--- src/rtl/pipelined_adder_if.sv ---
// pipelined_adder_if: operand/result bus of the pipelined add/subtract unit.
//   Input side : in_valid, in_ready, a, b, cin, sub
//   Output side: out_valid, out_ready, sum, cout, overflow
//   master = operand source / result sink, slave = the adder itself.
interface pipelined_adder_if #(
  parameter int WIDTH = 8
);
  logic             in_valid;
  logic             in_ready;
  logic [WIDTH-1:0] a;
  logic [WIDTH-1:0] b;
  logic             cin;
  logic             sub;
  logic             out_valid;
  logic             out_ready;
  logic [WIDTH-1:0] sum;
  logic             cout;
  logic             overflow;

  modport master (
    output in_valid, a, b, cin, sub, out_ready,
    input  in_ready, out_valid, sum, cout, overflow
  );

  modport slave (
    input  in_valid, a, b, cin, sub, out_ready,
    output in_ready, out_valid, sum, cout, overflow
  );
endinterface

--- src/rtl/pipelined_adder.sv ---
// pipelined_adder: WIDTH-bit add/subtract split into STAGES carry slices,
// one slice per register stage, with a valid/ready handshake on both sides.
//   clk      rising-edge clock
//   rst_n    asynchronous active-low reset
//   bus      pipelined_adder_if.slave (operands in, result out)
// WIDTH must be >= 1 and divisible by STAGES.
// Result: add -> {cout,sum} = a + b + cin ; sub -> {cout,sum} = a + ~b + ~cin.
module pipelined_adder #(
  parameter int WIDTH  = 8,
  parameter int STAGES = 2
) (
  input  logic              clk,
  input  logic              rst_n,
  pipelined_adder_if.slave  bus
);
  localparam int CHUNK = WIDTH / STAGES;

  // Stage k register holds: its valid bit, the (already inverted for sub)
  // operands still needed by later slices, the partial sum with slices
  // 0..k filled in, and the carry out of slice k.
  logic [STAGES-1:0]            valid_q, valid_d;
  logic [STAGES-1:0][WIDTH-1:0] a_q, a_d;
  logic [STAGES-1:0][WIDTH-1:0] b_q, b_d;
  logic [STAGES-1:0][WIDTH-1:0] sum_q, sum_d;
  logic [STAGES-1:0]            carry_q, carry_d;
  logic                         overflow_q, overflow_d;

  // Inputs seen by each stage's slice adder (stage 0 from the bus,
  // stage k from register k-1).
  logic [STAGES-1:0]            src_valid;
  logic [STAGES-1:0][WIDTH-1:0] src_a;
  logic [STAGES-1:0][WIDTH-1:0] src_b;
  logic [STAGES-1:0][WIDTH-1:0] src_sum;
  logic [STAGES-1:0]            src_carry;
  logic [STAGES-1:0][CHUNK-1:0] slice_sum;
  logic [STAGES-1:0]            slice_carry;

  logic en_s;
  logic unused_s;

  // The whole pipe advances together; it may move unless a result is
  // sitting at the output unaccepted.
  assign en_s = ~valid_q[STAGES-1] | bus.out_ready;

  for (genvar k = 0; k < STAGES; k++) begin : g_stage
    if (k == 0) begin : g_first
      // Subtract is a + ~b + ~cin, so fold the inversions in up front.
      assign src_valid[0] = bus.in_valid & en_s;
      assign src_a[0]     = bus.a;
      assign src_b[0]     = bus.sub ? ~bus.b : bus.b;
      assign src_sum[0]   = {WIDTH{1'b0}};
      assign src_carry[0] = bus.sub ? ~bus.cin : bus.cin;
    end else begin : g_next
      assign src_valid[k] = valid_q[k-1];
      assign src_a[k]     = a_q[k-1];
      assign src_b[k]     = b_q[k-1];
      assign src_sum[k]   = sum_q[k-1];
      assign src_carry[k] = carry_q[k-1];
    end

    assign {slice_carry[k], slice_sum[k]} =
        {1'b0, src_a[k][k*CHUNK +: CHUNK]} +
        {1'b0, src_b[k][k*CHUNK +: CHUNK]} +
        {{CHUNK{1'b0}}, src_carry[k]};
  end

  // Operand bits below the slice being summed are never read again; the
  // final stage keeps none at all.
  assign unused_s = ^{a_q, b_q};

  // Next-state for every stage: shift one step on en, otherwise hold.
  always_comb begin
    valid_d    = valid_q;
    a_d        = a_q;
    b_d        = b_q;
    sum_d      = sum_q;
    carry_d    = carry_q;
    overflow_d = overflow_q;
    if (en_s) begin
      valid_d = src_valid;
      a_d     = src_a;
      b_d     = src_b;
      carry_d = slice_carry;
      for (int k = 0; k < STAGES; k++) begin
        sum_d[k]                    = src_sum[k];
        sum_d[k][k*CHUNK +: CHUNK]  = slice_sum[k];
      end
      // Signed overflow: equal operand signs, result sign differs. The MSB
      // of the result comes out of the last slice.
      overflow_d = (src_a[STAGES-1][WIDTH-1] == src_b[STAGES-1][WIDTH-1]) &&
                   (slice_sum[STAGES-1][CHUNK-1] != src_a[STAGES-1][WIDTH-1]);
    end else begin
      valid_d    = valid_q;
      a_d        = a_q;
      b_d        = b_q;
      sum_d      = sum_q;
      carry_d    = carry_q;
      overflow_d = overflow_q;
    end
  end

  // Pipeline registers, cleared asynchronously so in-flight beats vanish.
  always_ff @(posedge clk or negedge rst_n) begin
    if (!rst_n) begin
      valid_q    <= {STAGES{1'b0}};
      a_q        <= {(STAGES*WIDTH){1'b0}};
      b_q        <= {(STAGES*WIDTH){1'b0}};
      sum_q      <= {(STAGES*WIDTH){1'b0}};
      carry_q    <= {STAGES{1'b0}};
      overflow_q <= 1'b0;
    end else begin
      valid_q    <= valid_d;
      a_q        <= a_d;
      b_q        <= b_d;
      sum_q      <= sum_d;
      carry_q    <= carry_d;
      overflow_q <= overflow_d;
    end
  end

  assign bus.in_ready  = en_s;
  assign bus.out_valid = valid_q[STAGES-1];
  assign bus.sum       = sum_q[STAGES-1];
  assign bus.cout      = carry_q[STAGES-1];
  assign bus.overflow  = overflow_q;

endmodule

--- src/flat_wrapper.sv ---
// flat-port wrapper written by rule: the top's interface ports become plain ports
module pipelined_adder_flat 
#(
  parameter int WIDTH  = 8,
  parameter int STAGES = 2
)
  (clk, rst_n, bus_in_valid, bus_a, bus_b, bus_cin, bus_sub, bus_out_ready, bus_in_ready, bus_out_valid, bus_sum, bus_cout, bus_overflow);
  pipelined_adder_if #(.WIDTH(WIDTH)) bus_i ();
  input  logic clk;
  input  logic rst_n;
  input wire logic [$bits(bus_i.in_valid)-1:0] bus_in_valid;
  input wire logic [$bits(bus_i.a)-1:0] bus_a;
  input wire logic [$bits(bus_i.b)-1:0] bus_b;
  input wire logic [$bits(bus_i.cin)-1:0] bus_cin;
  input wire logic [$bits(bus_i.sub)-1:0] bus_sub;
  input wire logic [$bits(bus_i.out_ready)-1:0] bus_out_ready;
  output wire logic [$bits(bus_i.in_ready)-1:0] bus_in_ready;
  output wire logic [$bits(bus_i.out_valid)-1:0] bus_out_valid;
  output wire logic [$bits(bus_i.sum)-1:0] bus_sum;
  output wire logic [$bits(bus_i.cout)-1:0] bus_cout;
  output wire logic [$bits(bus_i.overflow)-1:0] bus_overflow;
  assign bus_i.in_valid = bus_in_valid;
  assign bus_i.a = bus_a;
  assign bus_i.b = bus_b;
  assign bus_i.cin = bus_cin;
  assign bus_i.sub = bus_sub;
  assign bus_i.out_ready = bus_out_ready;
  assign bus_in_ready = bus_i.in_ready;
  assign bus_out_valid = bus_i.out_valid;
  assign bus_sum = bus_i.sum;
  assign bus_cout = bus_i.cout;
  assign bus_overflow = bus_i.overflow;
  pipelined_adder #(.WIDTH(WIDTH), .STAGES(STAGES)) u_core (.clk(clk), .rst_n(rst_n), .bus(bus_i));
endmodule
--- config.mk ---
export PLATFORM = sky130hd
export DESIGN_NAME = pipelined_adder_flat
export DESIGN_NICKNAME = d
export VERILOG_FILES = /design/src/rtl/pipelined_adder_if.sv /design/src/rtl/pipelined_adder.sv /design/src/flat_wrapper.sv
export SDC_FILE = /design/constraint.sdc
export NUM_CORES = 1
export LEC_CHECK = 0
export CORE_MARGIN = 2
export CORE_UTILIZATION = 25
export DETAILED_ROUTE_END_ITERATION = 12
export GPL_ROUTABILITY_DRIVEN = 0
export SLEW_MARGIN = 25
export SYNTH_ARGS = -nofsm -noshare
export SYNTH_HDL_FRONTEND = slang
export SYNTH_SLANG_ARGS = --single-unit
export TNS_END_PERCENT = 10
--- constraint.sdc ---
create_clock -name clk -period 5 [get_ports clk]
set_clock_uncertainty 0.2 [all_clocks]
set_input_delay 0.75 -clock clk [delete_from_list [all_inputs] [get_ports clk]]
set_output_delay 0.75 -clock clk [all_outputs]
set_load 0.01 [all_outputs]
==> results of run 1 <==
worst paths after layout:
path / slack (ns) / end / from / depth (start not counted)
setup reg to reg: 3.19 / u_core.bus.sum[5]$_DFFE_PN0N_ / u_core.carry_q[0]$_DFFE_PN0N_ / 4
min in group asynchronous: 0.64 / u_core.bus.sum[7]$_DFFE_PN0N_ / rst_n / 2
max in group asynchronous: 3.71 / u_core.bus.sum[1]$_DFFE_PN0N_ / rst_n / 2
setup / recovery: 1.50 / bus_in_ready / bus_out_ready / 4
hold / removal: 0.26 / u_core.valid_q[0]$_DFFE_PN0N_ / u_core.valid_q[0]$_DFFE_PN0N_ / 2
hold reg to reg: 0.26 / u_core.valid_q[0]$_DFFE_PN0N_ / u_core.valid_q[0]$_DFFE_PN0N_ / 2
worst reg2reg max path, delay by kind of cell (launching register included):
family | cells | cell delay, ns
adders and majority gates | 2 | 0.88
buffers and inverters | 1 | 0.09
DFF | 1 | 0.42
AOI/OAI and AO/OA | 1 | 0.14
layer usage:
layer  part of all wire  wire length [um]  global-route usage
met5                  0                 0                   0
met4              0.021                53              0.0436
met3              0.046               115              0.0166
met2               0.45              1130               0.152
met1               0.48              1190               0.130
cell usage in the layout (no fill, tap or decap):
cell type and instances:
a21boi_0 2, nor2b_1 2, nor2_1 5, buf_4 1, nand3_1 2, fa_1 4
ha_1 6, o2111ai_1 1, or4_1 1, clkinv_1 1, clkinv_2 1, nand2b_1 1
xnor2_1 4, o41ai_1 1, dfrtp_1 25, inv_1 4, o31ai_1 1, o21ai_0 7
mux2i_1 1, nor2b_4 1, a21o_1 2, a211oi_1 2, inv_2 1, clkbuf_8 3
xor2_1 7, nand2_1 41, clkdlybuf4s50_1 33, a21oi_1 7
cell type report:
cell class / count / area share
multi-input combinational: 98 / 0.358
sequential: 25 / 0.359
clock inverter: 1 / 0.00287
inverter: 6 / 0.0129
timing repair buffer: 34 / 0.194
clock buffer: 3 / 0.0237
tap: 70 / 0.0502
registers in the layout, summed over array words and instances, names as in the netlist:
| register | cells |
|---|---|
| u_core.carry_q | 2 |
| u_core.valid_q | 2 |
| u_core.src_sum | 4 |
| u_core.bus.sum | 8 |
| u_core.bus.overflow | 1 |
| u_core.a_q | 4 |
| u_core.b_q | 4 |
power groups by stage:
stage | logic [mW] | clock network (mW) | registers (mW)
detailed placement | 0.243 | 0 | 0.292
global route | 0.273 | 0.132 | 0.295
floorplan | 0.117 | 0 | 0.303
global placement | 0.240 | 0 | 0.290
CTS | 0.245 | 0.124 | 0.287
finish | 0.239 | 0.121 | 0.286
cell families (layout without fill, tap and decap cells):
kind of cell,Yosys count,after routing,share of synthesized area
DFF,25,25,0.479
xor gates and xnor gates,11,11,0.0738
AOI/OAI and AO/OA,23,23,0.107
buffers and inverters,12,44,0.0431
muxes,1,1,0.00766
adders and majority gates,10,10,0.119
and+or+nand+nor,53,53,0.171
per-stage QoR:
stage               hold slack, ns  worst slack, ns
finish                       0.262             1.50
global route                 0.295             1.32
CTS                          0.267             1.44
detailed placement           0.247             1.45
global placement             0.244             1.45
floorplan                    0.230             2.38
==> impl_metrics.json, run 1 <==
{
  "clk_pin_slew_worst_paths_ns": 0.09,
  "clockBufferDepth": 2,
  "dr.pass1.iters": 4,
  "cts_root_buf": "clkbuf_8",
  "fp.dieW_um": 76.3,
  "drt-total-wl_um": 2490,
  "wl_per_cell_um": 10.5,
  "ctsResizeCount": 0,
  "num_vias": 965,
  "yosysTopAreaCellShare": 0.479,
  "yosysUniqueCellTypes": 27,
  "initial_utilization": 0.257,
  "postCtsHoldBufs": 0,
  "combPwrFrac": 0.370,
  "synth_area_per_cell_um2": 9.68,
  "p_int_mw": 0.441,
  "seq_area_frac_synth": 0.479,
  "worstPathArrival_ns": 2.55,
  "nNetsFinal": 200,
  "path_class": "primary input to output pin",
  "slowest_stage": "clkdlybuf4s50_1",
  "p_sw_frac": 0.317,
  "synth-main-ff-cell": "dfrtp_1",
  "path_buf_inv": 3,
  "cp_cell_sequence": "clkdlybuf4s50_1 > nor2b_4 > inv_2 > clkdlybuf4s50_1",
  "vdd_ir_drop_max_uv": 108,
  "powerDensity_nw_per_um2": 371,
  "critPathLaunchType": "primary input",
  "cts_buffers": 3,
  "p_clk_frac": 0.188,
  "fin_crit_ns": 3.50,
  "hold_viol": 0,
  "syn_inst": 135,
  "insertion_delay_ns": 0.27,
  "avgViaCountPerCell": 4.07,
  "placedCellCount": 233,
  "setup_viol": 0,
  "slew_viol_final": 0,
  "portBuffers": 33,
  "synth.most_common_cell": "nand2_1",
  "cts_tree": "built",
  "grt_pass1_vias": 1022,
  "synth_area_um2": 1310,
  "crit_fanout": 26,
  "fin_util": 0.344,
  "yosys_register_bits": 25,
  "synthArstFlopShare": 1.00,
  "period_share": 0.700,
  "clock_sinks": 25,
  "num-fill-cells": 566,
  "crit_family": "buffers and inverters",
  "antenna_left": 0,
  "die_y_um": 76.3,
  "grt_pass1_wl_um": 4620,
  "crit_top_cell": "clkdlybuf4s50_1",
  "synth-edff-count": 0,
  "synth_area_leaders": "dfrtp_1, nand2_1, fa_1",
  "htreeDepth": 1,
  "placed_area_um2": 1700,
  "grt_use_total": 0.0966,
  "multiInputGateArea_um2": 624,
  "hp-class": "flip-flop to flip-flop",
  "relSlewSlack": 0.624,
  "synth_top_cell_by_area": "dfrtp_1",
  "io_pins": 34,
  "hpwl_um": 1840,
  "p_sw_mw": 0.205,
  "first_iter_violations": 21,
  "layout-drive-gt1-share": 0.0419,
  "status": "finished, final reports clean",
  "worstPathRequired_ns": 4.05,
  "fp-row-count": 26,
  "leakagePower_nw": 0.787,
  "drc": 0,
  "cp-end-kind": "output pin",
  "synth.yosys.warnings": 0,
  "rsz0062_at_grt": "false",
  "power_mw": 0.646,
  "worst_slew_pin_slew_ns": 0.563,
  "max-cap-violations": 0,
  "coreArea_um2": 5070,
  "syn-num-nets": 167,
  "slowest_delay_ns": 0.56,
  "antenna_found_initial": 0,
  "grt_max_degree": 27,
  "grt_overflow": 0,
  "final_cells": 237,
  "cts_setup_buffers": 0,
  "setup_total_negative_slack_ns": 0,
  "syn2layout_area_growth_pct": 33.5,
  "register_area_um2": 626,
  "antennaDiodeCount": 0,
  "yosys-top-cells-count": "nand2_1, dfrtp_1, a21oi_1, o21ai_0, xor2_1",
  "p_seq_frac": 0.442,
  "dieArea_um2": 5820,
  "max_freq_mhz": 286,
  "final_area_um2": 1740
}
Power figures use the tool's default switching activity.
==> run 2, diff against run 1 <==
clock period = 3.25 ns   (was 5 ns; I/O delays follow)
==> run 2 against run 1 <==
  * Critical path depth up 3
  * Hold slack better by 0.0035 ns
  * Global-route usage decreased by 0.28 points
  * Critical endpoint is now u_core.carry_q[0]$_DFFE_PN0N_
  * Largest cell class unchanged
  * Largest power group unchanged
==> impl_metrics.json, run 2 (synthesized netlist as in run 1, its figures left out) <==
{
  "setup_viol": 0,
  "first_iter_violations": 46,
  "mostFrequentLayoutCell": "nand2_1",
  "rsz0062_at_grt": "false",
  "startpoint": "bus_sub",
  "rr_startpoint": "u_core.carry_q[0]$_DFFE_PN0N_",
  "fp.dieW_um": 76.3,
  "cts_setup_buffers": 0,
  "leakagePower_nw": 0.798,
  "postCtsHoldBufs": 0,
  "relSlewSlack": 0.790,
  "placedCellCount": 236,
  "period_share": 0.787,
  "antenna_left": 0,
  "dr.pass1.iters": 2,
  "portBuffers": 33,
  "fin_util": 0.348,
  "register_area_um2": 626,
  "largest_reg_flops": 8,
  "placed_area_um2": 1720,
  "clock_sinks": 25,
  "holdCritStartpoint": "u_core.valid_q[0]$_DFFE_PN0N_",
  "grt_overflow": 0,
  "cts_buffers": 3,
  "antennaDiodeCount": 0,
  "grt_use_total": 0.0937,
  "antenna_found_initial": 0,
  "max_freq_mhz": 391,
  "fp-row-count": 26,
  "syn2layout_area_growth_pct": 35.2,
  "slew_viol_final": 0,
  "num_vias": 979,
  "die_y_um": 76.3,
  "final_cells": 240,
  "hp-class": "flip-flop to flip-flop",
  "nNetsFinal": 203,
  "status": "finished, final reports clean",
  "ctsResizeCount": 0,
  "htreeDepth": 1,
  "layout-drive-gt1-share": 0.0529,
  "insertion_delay_ns": 0.27,
  "final_area_um2": 1770,
  "worstPathArrival_ns": 2.51,
  "crit_fanout": 5,
  "path_class": "primary input to flip-flop",
  "worst_slew_pin_slew_ns": 0.314,
  "multiInputGateArea_um2": 624,
  "max-cap-violations": 0,
  "clk_pin_slew_worst_paths_ns": 0.08,
  "fin_crit_ns": 2.56,
  "setup_total_negative_slack_ns": 0,
  "worstPathRequired_ns": 3.20,
  "vdd_ir_drop_max_uv": 160,
  "grt_pass1_vias": 967,
  "final_cell_mix": "nand2_1, clkdlybuf4s50_1, dfrtp_1",
  "reg2reg_depth": 4,
  "hpwl_um": 1880,
  "grt_max_degree": 26,
  "cp-end-kind": "flip-flop",
  "cts_root_buf": "clkbuf_8",
  "hold_viol": 0,
  "io_pins": 34,
  "drt-total-wl_um": 2510,
  "num-fill-cells": 570,
  "avgViaCountPerCell": 4.08,
  "grt_pass1_wl_um": 4350,
  "powerDensity_nw_per_um2": 563,
  "initial_utilization": 0.257,
  "wl_per_cell_um": 10.4,
  "coreArea_um2": 5070,
  "whs_path_depth": 2,
  "drc": 0,
  "cts_tree": "built",
  "critPathLaunchType": "primary input",
  "dieArea_um2": 5820,
  "clockBufferDepth": 2
}
run 2: cell types whose count changed in the layout (fill, tap and decap cells not counted):
cell	previous run	this run
buf_4	1	4
clkinv_2	1	0
clkbuf_1	0	1
run 2: cell type report:
class                           instances  area share
Sequential cell                        25       0.354
Multi-Input combinational cell         98       0.354
Timing Repair Buffer                   37       0.204
Tap cell                               70      0.0496
Clock buffer                            4      0.0255
Inverter                                6      0.0128
run 2: final timing paths:
path	endpoint	slack, ns
max	u_core.carry_q[0]$_DFFE_PN0N_	0.69
min	u_core.valid_q[0]$_DFFE_PN0N_	0.27
max reg2reg	u_core.bus.sum[5]$_DFFE_PN0N_	1.47
min reg2reg	u_core.valid_q[0]$_DFFE_PN0N_	0.27
max in group asynchronous	u_core.b_q[5]$_DFFE_PN0N_	2.23
min in group asynchronous	u_core.bus.overflow$_DFFE_PN0N_	0.37
run 2: worst max-delay path, stage by stage:
cell and delay (ns):
clkdlybuf4s50_1 0.53, xor2_1 0.23, fa_1 0.45, fa_1 0.43, a21o_1 0.17, a21oi_1 0.14, a21oi_1 0.08
run 2: routing by layer:
metal	track usage	up-vias	wire, um
met5	0	-	0
met4	0.0491	0	46
met3	0.0178	4	116
met2	0.147	25	1110
met1	0.123	444	1240
li1	-	506	-
run 2: metrics by stage:
stage / hold WS (ns) / setup WS [ns] / power, mW
detailed placement: 0.247 / 0.380 / 0.827
global placement: 0.240 / 0.451 / 0.821
finish: 0.265 / 0.691 / 0.993
CTS: 0.268 / 0.672 / 1.02
global route: 0.292 / 0.584 / 1.08
floorplan: -0.00809 / 0.893 / 0.645
run 2: report_power, final:
| group | switching, mW | total, mW | internal (mW) |
|---|---|---|---|
| clock | 0.0963 | 0.184 | 0.0877 |
| combinational | 0.168 | 0.371 | 0.202 |
| sequential | 0.0445 | 0.439 | 0.394 |
| total | 0.309 | 0.993 | 0.684 |
==> run 3, diff against run 2 <==
clock period = 2.6 ns   (was 3.25 ns; I/O delays follow)
==> run 3 against run 2 <==
  * Via count fell by 0.10%
  * Die area did not move
  * Sequential cell count did not move
  * Non-clock buffer count rose by 1
  * Final cell count rose by 0.42%
  * Critical path depth did not move
  * Critical endpoint unchanged
  * Largest power group unchanged
==> impl_metrics.json, run 3 (synthesized netlist as in run 1, its figures left out) <==
{
  "status": "finished, final reports clean",
  "mostFrequentLayoutCell": "nand2_1",
  "slowest_stage": "clkdlybuf4s50_1",
  "endpoint": "u_core.carry_q[0]$_DFFE_PN0N_",
  "grt_max_degree": 26,
  "insertion_delay_ns": 0.27,
  "slowest_delay_ns": 0.48,
  "final_cells": 241,
  "grt_overflow": 0,
  "power_mw": 1.26,
  "final_area_um2": 1780,
  "crit_fanout": 4,
  "cts_tree": "built",
  "fin_crit_ns": 2.38,
  "drt-total-wl_um": 2590,
  "drc": 0,
  "cts_setup_buffers": 0,
  "critPathLaunchType": "primary input",
  "setup_viol": 0,
  "powerDensity_nw_per_um2": 708,
  "syn2layout_area_growth_pct": 36.0,
  "worst_slew_pin_slew_ns": 0.328,
  "clk_pin_slew_worst_paths_ns": 0.10,
  "avgViaCountPerCell": 4.06,
  "hold_viol": 0,
  "worst-path-stages": 7,
  "antennaDiodeCount": 0,
  "clock_sinks": 25,
  "antenna_left": 0,
  "vdd_ir_drop_max_uv": 228,
  "r2r_slack_ns": 0.81,
  "max_freq_mhz": 421,
  "leakagePower_nw": 0.802,
  "period_share": 0.914,
  "hpwl_um": 1930,
  "num_vias": 978,
  "nNetsFinal": 204,
  "path_buf_inv": 1,
  "cts_buffers": 3,
  "final_cell_mix": "nand2_1, clkdlybuf4s50_1, dfrtp_1",
  "relSlewSlack": 0.781,
  "crit_family": "adder cells",
  "worstReg2RegEnd": "u_core.bus.sum[5]$_DFFE_PN0N_",
  "reg2reg_depth": 4,
  "largest_reg_flops": 8,
  "first_iter_violations": 43,
  "grt_pass1_wl_um": 4490,
  "grt_pass1_vias": 962,
  "die_y_um": 76.3,
  "startpoint": "bus_sub",
  "placedCellCount": 237,
  "io_pins": 34,
  "fp.dieW_um": 76.3,
  "path_class": "primary input to flip-flop",
  "slew_viol_final": 0,
  "layout-drive-gt1-share": 0.0643,
  "setup_total_negative_slack_ns": 0,
  "worstPathRequired_ns": 2.56,
  "postCtsHoldBufs": 0,
  "dieArea_um2": 5820,
  "hp-class": "flip-flop to flip-flop",
  "max-cap-violations": 0,
  "worstPathArrival_ns": 2.34,
  "cp_cell_sequence": "clkdlybuf4s50_1 > xor2_1 > fa_1 > fa_1 > a21o_1 > a21oi_1 > a21oi_1",
  "ctsResizeCount": 0,
  "portBuffers": 33,
  "grt_use_total": 0.0960,
  "rr_startpoint": "u_core.carry_q[0]$_DFFE_PN0N_",
  "fp-row-count": 26,
  "dr.pass1.iters": 4,
  "clockBufferDepth": 2,
  "coreArea_um2": 5070,
  "cp-end-kind": "flip-flop",
  "cts_root_buf": "clkbuf_8",
  "rsz0062_at_grt": "false",
  "wl_per_cell_um": 10.7,
  "initial_utilization": 0.257,
  "htreeDepth": 1,
  "fin_util": 0.350,
  "placed_area_um2": 1730,
  "antenna_found_initial": 0
}
## run 3: cell types whose count changed in the layout (fill, tap and decap cells not counted)
cell / before / now
clkbuf_1: 1 / 0
clkinvlp_4: 0 / 1
buf_4: 4 / 5
## run 3: power breakdown
part | switching (mW) | internal [mW] | leakage, nW
sequential | 0.0566 | 0.493 | 0.299
clock | 0.132 | 0.109 | 0.0217
combinational | 0.214 | 0.254 | 0.482
total | 0.402 | 0.856 | 0.802
## run 3: layout make-up
type                    count  area [um^2]
clock inverters             1         7.51
fillers                   553         3300
repair buffers             38          368
clock buffers               3         41.3
multi-input cells          98          624
inverters                   6         22.5
flip-flops and latches     25          626
well taps                  70         87.6
## run 3: per-stage QoR
step                hold WS, ns  setup WS [ns]
global placement          0.240        -0.0353
global route              0.284          0.162
detailed placement        0.245        -0.0763
CTS                       0.267          0.220
finish                    0.266          0.224
floorplan                -0.106          0.341
## run 3: how the worst min path moves through the flow
stage | from | endpoint | slack [ns] | cells after the start
6_report | u_core.valid_q[0]$_DFFE_PN0N_ | u_core.valid_q[1]$_DFFE_PN0N_ | 0.27 | 1
3_5_place_dp | u_core.valid_q[0]$_DFFE_PN0N_ | u_core.valid_q[1]$_DFFE_PN0N_ | 0.24 | 1
3_3_place_gp | u_core.valid_q[0]$_DFFE_PN0N_ | u_core.valid_q[0]$_DFFE_PN0N_ | 0.24 | 2
5_1_grt | u_core.valid_q[0]$_DFFE_PN0N_ | u_core.valid_q[1]$_DFFE_PN0N_ | 0.28 | 1
2_1_floorplan | rst_n | u_core.a_q[4]$_DFFE_PN0N_ | -0.11 | 0
4_1_cts | u_core.valid_q[0]$_DFFE_PN0N_ | u_core.valid_q[1]$_DFFE_PN0N_ | 0.27 | 1
## run 3: routing by layer
metal	global-route usage	up-vias	routed length, um
met5	0	-	0
met4	0.0436	0	38
met3	0.0166	4	106
met2	0.160	25	1200
met1	0.121	441	1240
li1	-	508	-
## run 3: worst reg2reg max path: stages (launching register included)
cell and delay [ns]:
dfrtp_1 0.42, fa_1 0.48, inv_1 0.09, fa_1 0.41, a21oi_1 0.12
==> RTL change 1, RTL diff (config.mk and constraints of run 2) <==
`STAGES` is set to 2 in 2 places; all go to 4.
--- a/src/rtl/pipelined_adder.sv
+++ b/src/rtl/pipelined_adder.sv
@@ -9,3 +9,3 @@
   parameter int WIDTH  = 8,
-  parameter int STAGES = 2
+  parameter int STAGES = 4
 ) (
--- a/src/flat_wrapper.sv
+++ b/src/flat_wrapper.sv
@@ -4,3 +4,3 @@
   parameter int WIDTH  = 8,
-  parameter int STAGES = 2
+  parameter int STAGES = 4
 )
Formal check against the unedited RTL: not equivalent (Yosys sat finds a counterexample within 4 cycles, from zero or initial values and one cycle with rst_n low).
==> RTL change 1 against run 2 <==
Total power grew to 2.5 times the old value; wire length grew 56%; design area grew 69%; fmax grew 7.7%; clock power grew 89%; setup slack gained 0.18 ns; utilization shrank 2.8 points; sequential cell count grew 28; via count grew 30%; sequential share of layout area grew 9.1 points; final cell count grew 37%; area after synthesis grew 85%; critical path type unchanged; critical endpoint is now u_core.src_sum[9]$_DFFE_PN0N_; highest routed layer unchanged.
==> RTL change 1: results (changes against run 2) <==
Hold endpoint: u_core.valid_q[3]$_DFFE_PN0N_
Util after Layout: 31.95% (-2.8 points)
Max VDD drop: 244.0 uV (+52%)
Synth top cells by count: dfrtp_1, mux2_4, inv_1, mux2_2
Nets: 230 (+13%)
Post-synthesis sequential area ratio: 54.81% (+6.9 points)
Worst hold start: u_core.valid_q[2]$_DFFE_PN0N_
Status: completed
Crit-path max cell delay: 0.61 ns (+0.08 ns)
Placed instance area: 2890 um^2 (+68%)
Pin count of the biggest net entering global routing: 42 (+62%)
Root Driver: clkbuf_8
Filler cells: 922 (+62%)
Clock Latency Late Sink: 0.29 ns (+0.02 ns)
Warnings, synthesis: 0 (unchanged)
Flop-to-flop setup slack: 1.27 ns (-0.20 ns)
DP Wirelength: 2.808 mm (+49%)
Hold path depth: 1 (-1)
Synth Area in Compound Gates: 1.965% (-8.8 points)
Reg-to-reg endpoint: u_core.src_sum[27]$_DFFE_PN0N_
LEAKAGE: 1.343 nW (+68%)
Slew of the pin with the lowest slew margin: 0.6525 ns (+0.3381 ns)
Tot GR Track Use: 8.178% (-1.2 points)
Top post-synthesis cells by area: dfrtp_1, mux2_4, fa_1, mux2_2, inv_1
TritonRoute pass-1 iters: 2 (unchanged)
Vias/cell: 3.872 (-5.1%)
Post-synthesis mux area share: 23.84% (+23 points)
Post-synthesis xor/xnor area fraction: 3.619% (-3.8 points)
Vias in the first global route: 1322 (+37%)
Setup WS pre-CTS: 0.5421 ns (+0.1620 ns)
CP Data Arrival Time: 2.36 ns (-0.15 ns)
Syn_nets: 191 (+14%)
Count of cell types in the netlist: 18 (-33%)
Layout cells sized above 1: 26.00% (+21 points)
First-pass GRT wire length: 6.582 mm (+51%)
Hold buffer count at CTS: 1 (+1)
Inserted Clock Buffers: 5 (+2)
1st-iter DRT viols: 63 (+37%)
Worst R2R Start: u_core.valid_q[3]$_DFFE_PN0N_
Mean routed wirelength per cell: 11.86 um (+14%)
Synth Area in Adders: 7.135% (-4.7 points)
RTL change 1: worst max-delay path by stage:
stage                 start                       endpoint  slack, ns  cells after the start
floorplan           bus_sub  u_core.src_sum[9]$_DFFE_PN0N_       1.01                      6
global placement    bus_sub  u_core.src_sum[9]$_DFFE_PN0N_       0.57                      6
detailed placement  bus_sub  u_core.src_sum[9]$_DFFE_PN0N_       0.54                      6
CTS                 bus_sub  u_core.src_sum[9]$_DFFE_PN0N_       0.85                      6
global route        bus_sub  u_core.src_sum[9]$_DFFE_PN0N_       0.80                      6
finish              bus_sub  u_core.src_sum[9]$_DFFE_PN0N_       0.87                      6
RTL change 1: stage by stage:
step	cells	hold slack, ns
floorplan	160	-0.008091
global placement	320	0.2212
detailed placement	320	0.2256
CTS	329	0.2765
global route	329	0.3023
finish	329	0.2802
RTL change 1: metal layers:
metal | track usage, % | part of all wire, %
met1 | 11.38 | 49
met2 | 12.25 | 45
met3 | 2.189 | 4.7
met4 | 3.077 | 1.7
met5 | 0 | 0
RTL change 1: final cells by class:
class / count / area share, %
Sequential cell: 53 / 44.50
Tap cell: 129 / 5.416
Multi-Input combinational cell: 82 / 32.62
Inverter: 18 / 2.267
Clock buffer: 8 / 2.687
Timing Repair Buffer: 39 / 12.51
RTL change 1: power groups by stage:
stage / logic (mW) / clock network, mW / registers [mW]
CTS: 1.04 / 0.363 / 1.13
floorplan: 0.709 / 0 / 1.12
global placement: 1.01 / 0 / 1.14
detailed placement: 1.04 / 0 / 1.14
global route: 1.14 / 0.386 / 1.17
finish: 1.02 / 0.348 / 1.12
RTL change 1: worst max-delay path: cells and delay by family:
kind	cells	cell delay (ns)
XOR/XNOR	1	0.14
adder cells (fa/ha/maj)	2	0.79
buffers and inverters	2	0.68
multiplexers	1	0.27
==> RTL change 2, RTL diff (flow settings as in run 2) <==
Without the edit above. Reset style: synchronous (`rst_n`), changed in one clocked block. Comments in the files are not updated.
--- a/src/rtl/pipelined_adder.sv
+++ b/src/rtl/pipelined_adder.sv
@@ -102,3 +102,3 @@
   // Pipeline registers, cleared asynchronously so in-flight beats vanish.
-  always_ff @(posedge clk or negedge rst_n) begin
+  always_ff @(posedge clk) begin
     if (!rst_n) begin
Formal check against the unedited RTL: differs if rst_n is asserted again (counterexample within 4 cycles, from zero or initial values and one cycle with rst_n low); with rst_n held inactive, the same outputs for 10 cycles.
==> RTL change 2 against run 2 <==
Wire length grew 7.1%; total power shrank 26%; setup slack gained 0.064 ns; area after synthesis grew 1.1%; non-clock buffer count is the same; sequential cell count is the same; worst hold slack lost 0.015 ns; design area shrank 1.7%; count of clock-buffer cells in the layout shrank 1; critical endpoint is now u_core.carry_q[0]$_SDFFE_PN0N_; largest power group unchanged.
==> RTL change 2: results (changes against run 2) <==
Layout cells sized above 1: 10.92% (+5.6 points)
Pin count of the biggest net entering global routing: 30 (+15%)
Count of cell types in the netlist: 23 (-15%)
Post-CTS sizing: 0 (unchanged)
1st-iter DRT viols: 27 (-41%)
Worst rel slew slack: 62.33% (-17 points)
Post-synthesis mux area share: 0% (-0.77 points)
Max VDD drop: 176.3 uV (+9.9%)
Largest register FFs: 8 (unchanged)
# port buffers: 33 (unchanged)
CP Data Arrival Time: 2.45 ns (-0.06 ns)
Path depth of the worst reg2reg path: 4 (unchanged)
Nets: 207 (+2.0%)
Filler cells: 549 (-3.7%)
Clock Latency Late Sink: 0.27 ns (about the same)
Non-filler instance count after layout: 244 (+1.7%)
GRT met2 Usage: 15.96% (+1.3 points)
Inserted Clock Buffers: 3 (unchanged)
Status: completed
Vias: 1040 (+6.2%)
Top post-synthesis cells by area: dfxtp_1, nand2_1, a21oi_1, fa_1, a211oi_2
Hold Crit Class: reg2reg
Mean routed wirelength per cell: 11.00 um (+5.3%)
Synth Area in Compound Gates: 19.60% (+8.9 points)
Grt met3 use: 3.176% (+1.4 points)
Syn_nets: 175 (+4.8%)
Ys async rst share: 0% (-100 points)
Cells after synthesis: 143 (+5.9%)
Setup crit end: u_core.carry_q[0]$_SDFFE_PN0N_
H-Tree Depth: 1 (unchanged)
Root Driver: clkbuf_8
DP Wirelength: 1.980 mm (+5.1%)
Post-synthesis sequential area ratio: 37.88% (-10 points)
Warnings, synthesis: 0 (unchanged)
Met1 global-route usage: 12.94% (+0.65 points)
Synth top cells by count: nand2_1, dfxtp_1, a21oi_1, nor2_1, nand3_1
Initial antenna violation count: 0 (unchanged)
Reg-to-reg endpoint: u_core.bus.sum[5]$_SDFFE_PN0N_
Max FO, Critical Path: 3 (-2)
Post-synthesis xor/xnor area fraction: 7.292% (-0.084 points)
TritonRoute pass-1 iters: 4 (+2)
First-pass GRT wire length: 4.726 mm (+8.6%)
Clock buffer depth: 2 (unchanged)
Synth Area in Adders: 11.74% (-0.13 points)
Tot GR Track Use: 9.836% (+0.46 points)
Worst R2R Start: u_core.carry_q[0]$_SDFFE_PN0N_
Setup bufs post-CTS: 0 (unchanged)
LEAKAGE: 0.6805 nW (-15%)
## RTL change 2: changes by cell type in the layout (fill, tap and decap cells not counted), moves of 3 or more
cell and change:
dfrtp_1 -25, dfxtp_1 +25, nand2_1 -13, a21oi_1 +11
a211oi_2 +6, nand3_1 +5, nor2_1 +4, o21ai_0 -4
a2111o_1 +3, o211ai_2 +3
## RTL change 2: worst min-delay path by stage
stage / startpoint / cells past startpoint / to
after floorplan: u_core.src_sum[8]$_SDFFE_PN0N_ / 2 / u_core.src_sum[8]$_SDFFE_PN0N_
after global placement: u_core.valid_q[0]$_SDFFE_PN0N_ / 2 / u_core.valid_q[0]$_SDFFE_PN0N_
after detailed placement: u_core.bus.sum[0]$_SDFFE_PN0N_ / 2 / u_core.bus.sum[0]$_SDFFE_PN0N_
after CTS: u_core.bus.sum[0]$_SDFFE_PN0N_ / 2 / u_core.bus.sum[0]$_SDFFE_PN0N_
after global routing: u_core.src_sum[9]$_SDFFE_PN0N_ / 2 / u_core.src_sum[9]$_SDFFE_PN0N_
final: u_core.bus.sum[0]$_SDFFE_PN0N_ / 2 / u_core.bus.sum[0]$_SDFFE_PN0N_
## RTL change 2: worst max-delay path: stages
cell	delay (ns)
clkdlybuf4s50_1	0.50
xor2_1	0.22
fa_1	0.43
fa_1	0.41
a21o_1	0.19
a21oi_1	0.14
a21oi_1	0.08
## RTL change 2: layer usage
metal	routed length, um	up-vias
li1	-	541
met1	1358	476
met2	1192	21
met4	13	0
met5	0	-
met3	120	2
## RTL change 2: logic make-up after synthesis
kind of cell / count (synthesis)
AND/OR/NAND/NOR: 48
adder cells (fa/ha/maj): 10
buffers and inverters: 15
flip-flops: 25
AO/OA/AOI/OAI: 34
XOR/XNOR: 11
## RTL change 2: area by class of cell
class,instances,area share (%)
tap,70,5.047
timing repair buffer,37,20.76
sequential,25,28.84
clock buffer,3,2.379
clock inverter,1,0.2884
inverter,5,1.226
multi-input combinational,103,41.46
## RTL change 2: where the power goes
| part | switching, mW | internal (mW) | leakage [nW] | total [mW] |
|---|---|---|---|---|
| sequential | 0.0182 | 0.340 | 0.207 | 0.358 |
| clock | 0.101 | 0.0858 | 0.0255 | 0.187 |
| combinational | 0.0854 | 0.104 | 0.448 | 0.190 |
## RTL change 2: stage by stage
step	hold slack [ns]	setup slack [ns]	instance area, um^2	util [%]
4_1_cts	0.2575	0.7495	1735	33.98
5_1_grt	0.2805	0.6984	1735	33.98
2_1_floorplan	0.2321	0.9143	1321	-
3_5_place_dp	0.2435	0.4437	1689	33.07
3_3_place_gp	0.2390	0.4882	1689	33.07
6_report	0.2508	0.7543	1735	33.98
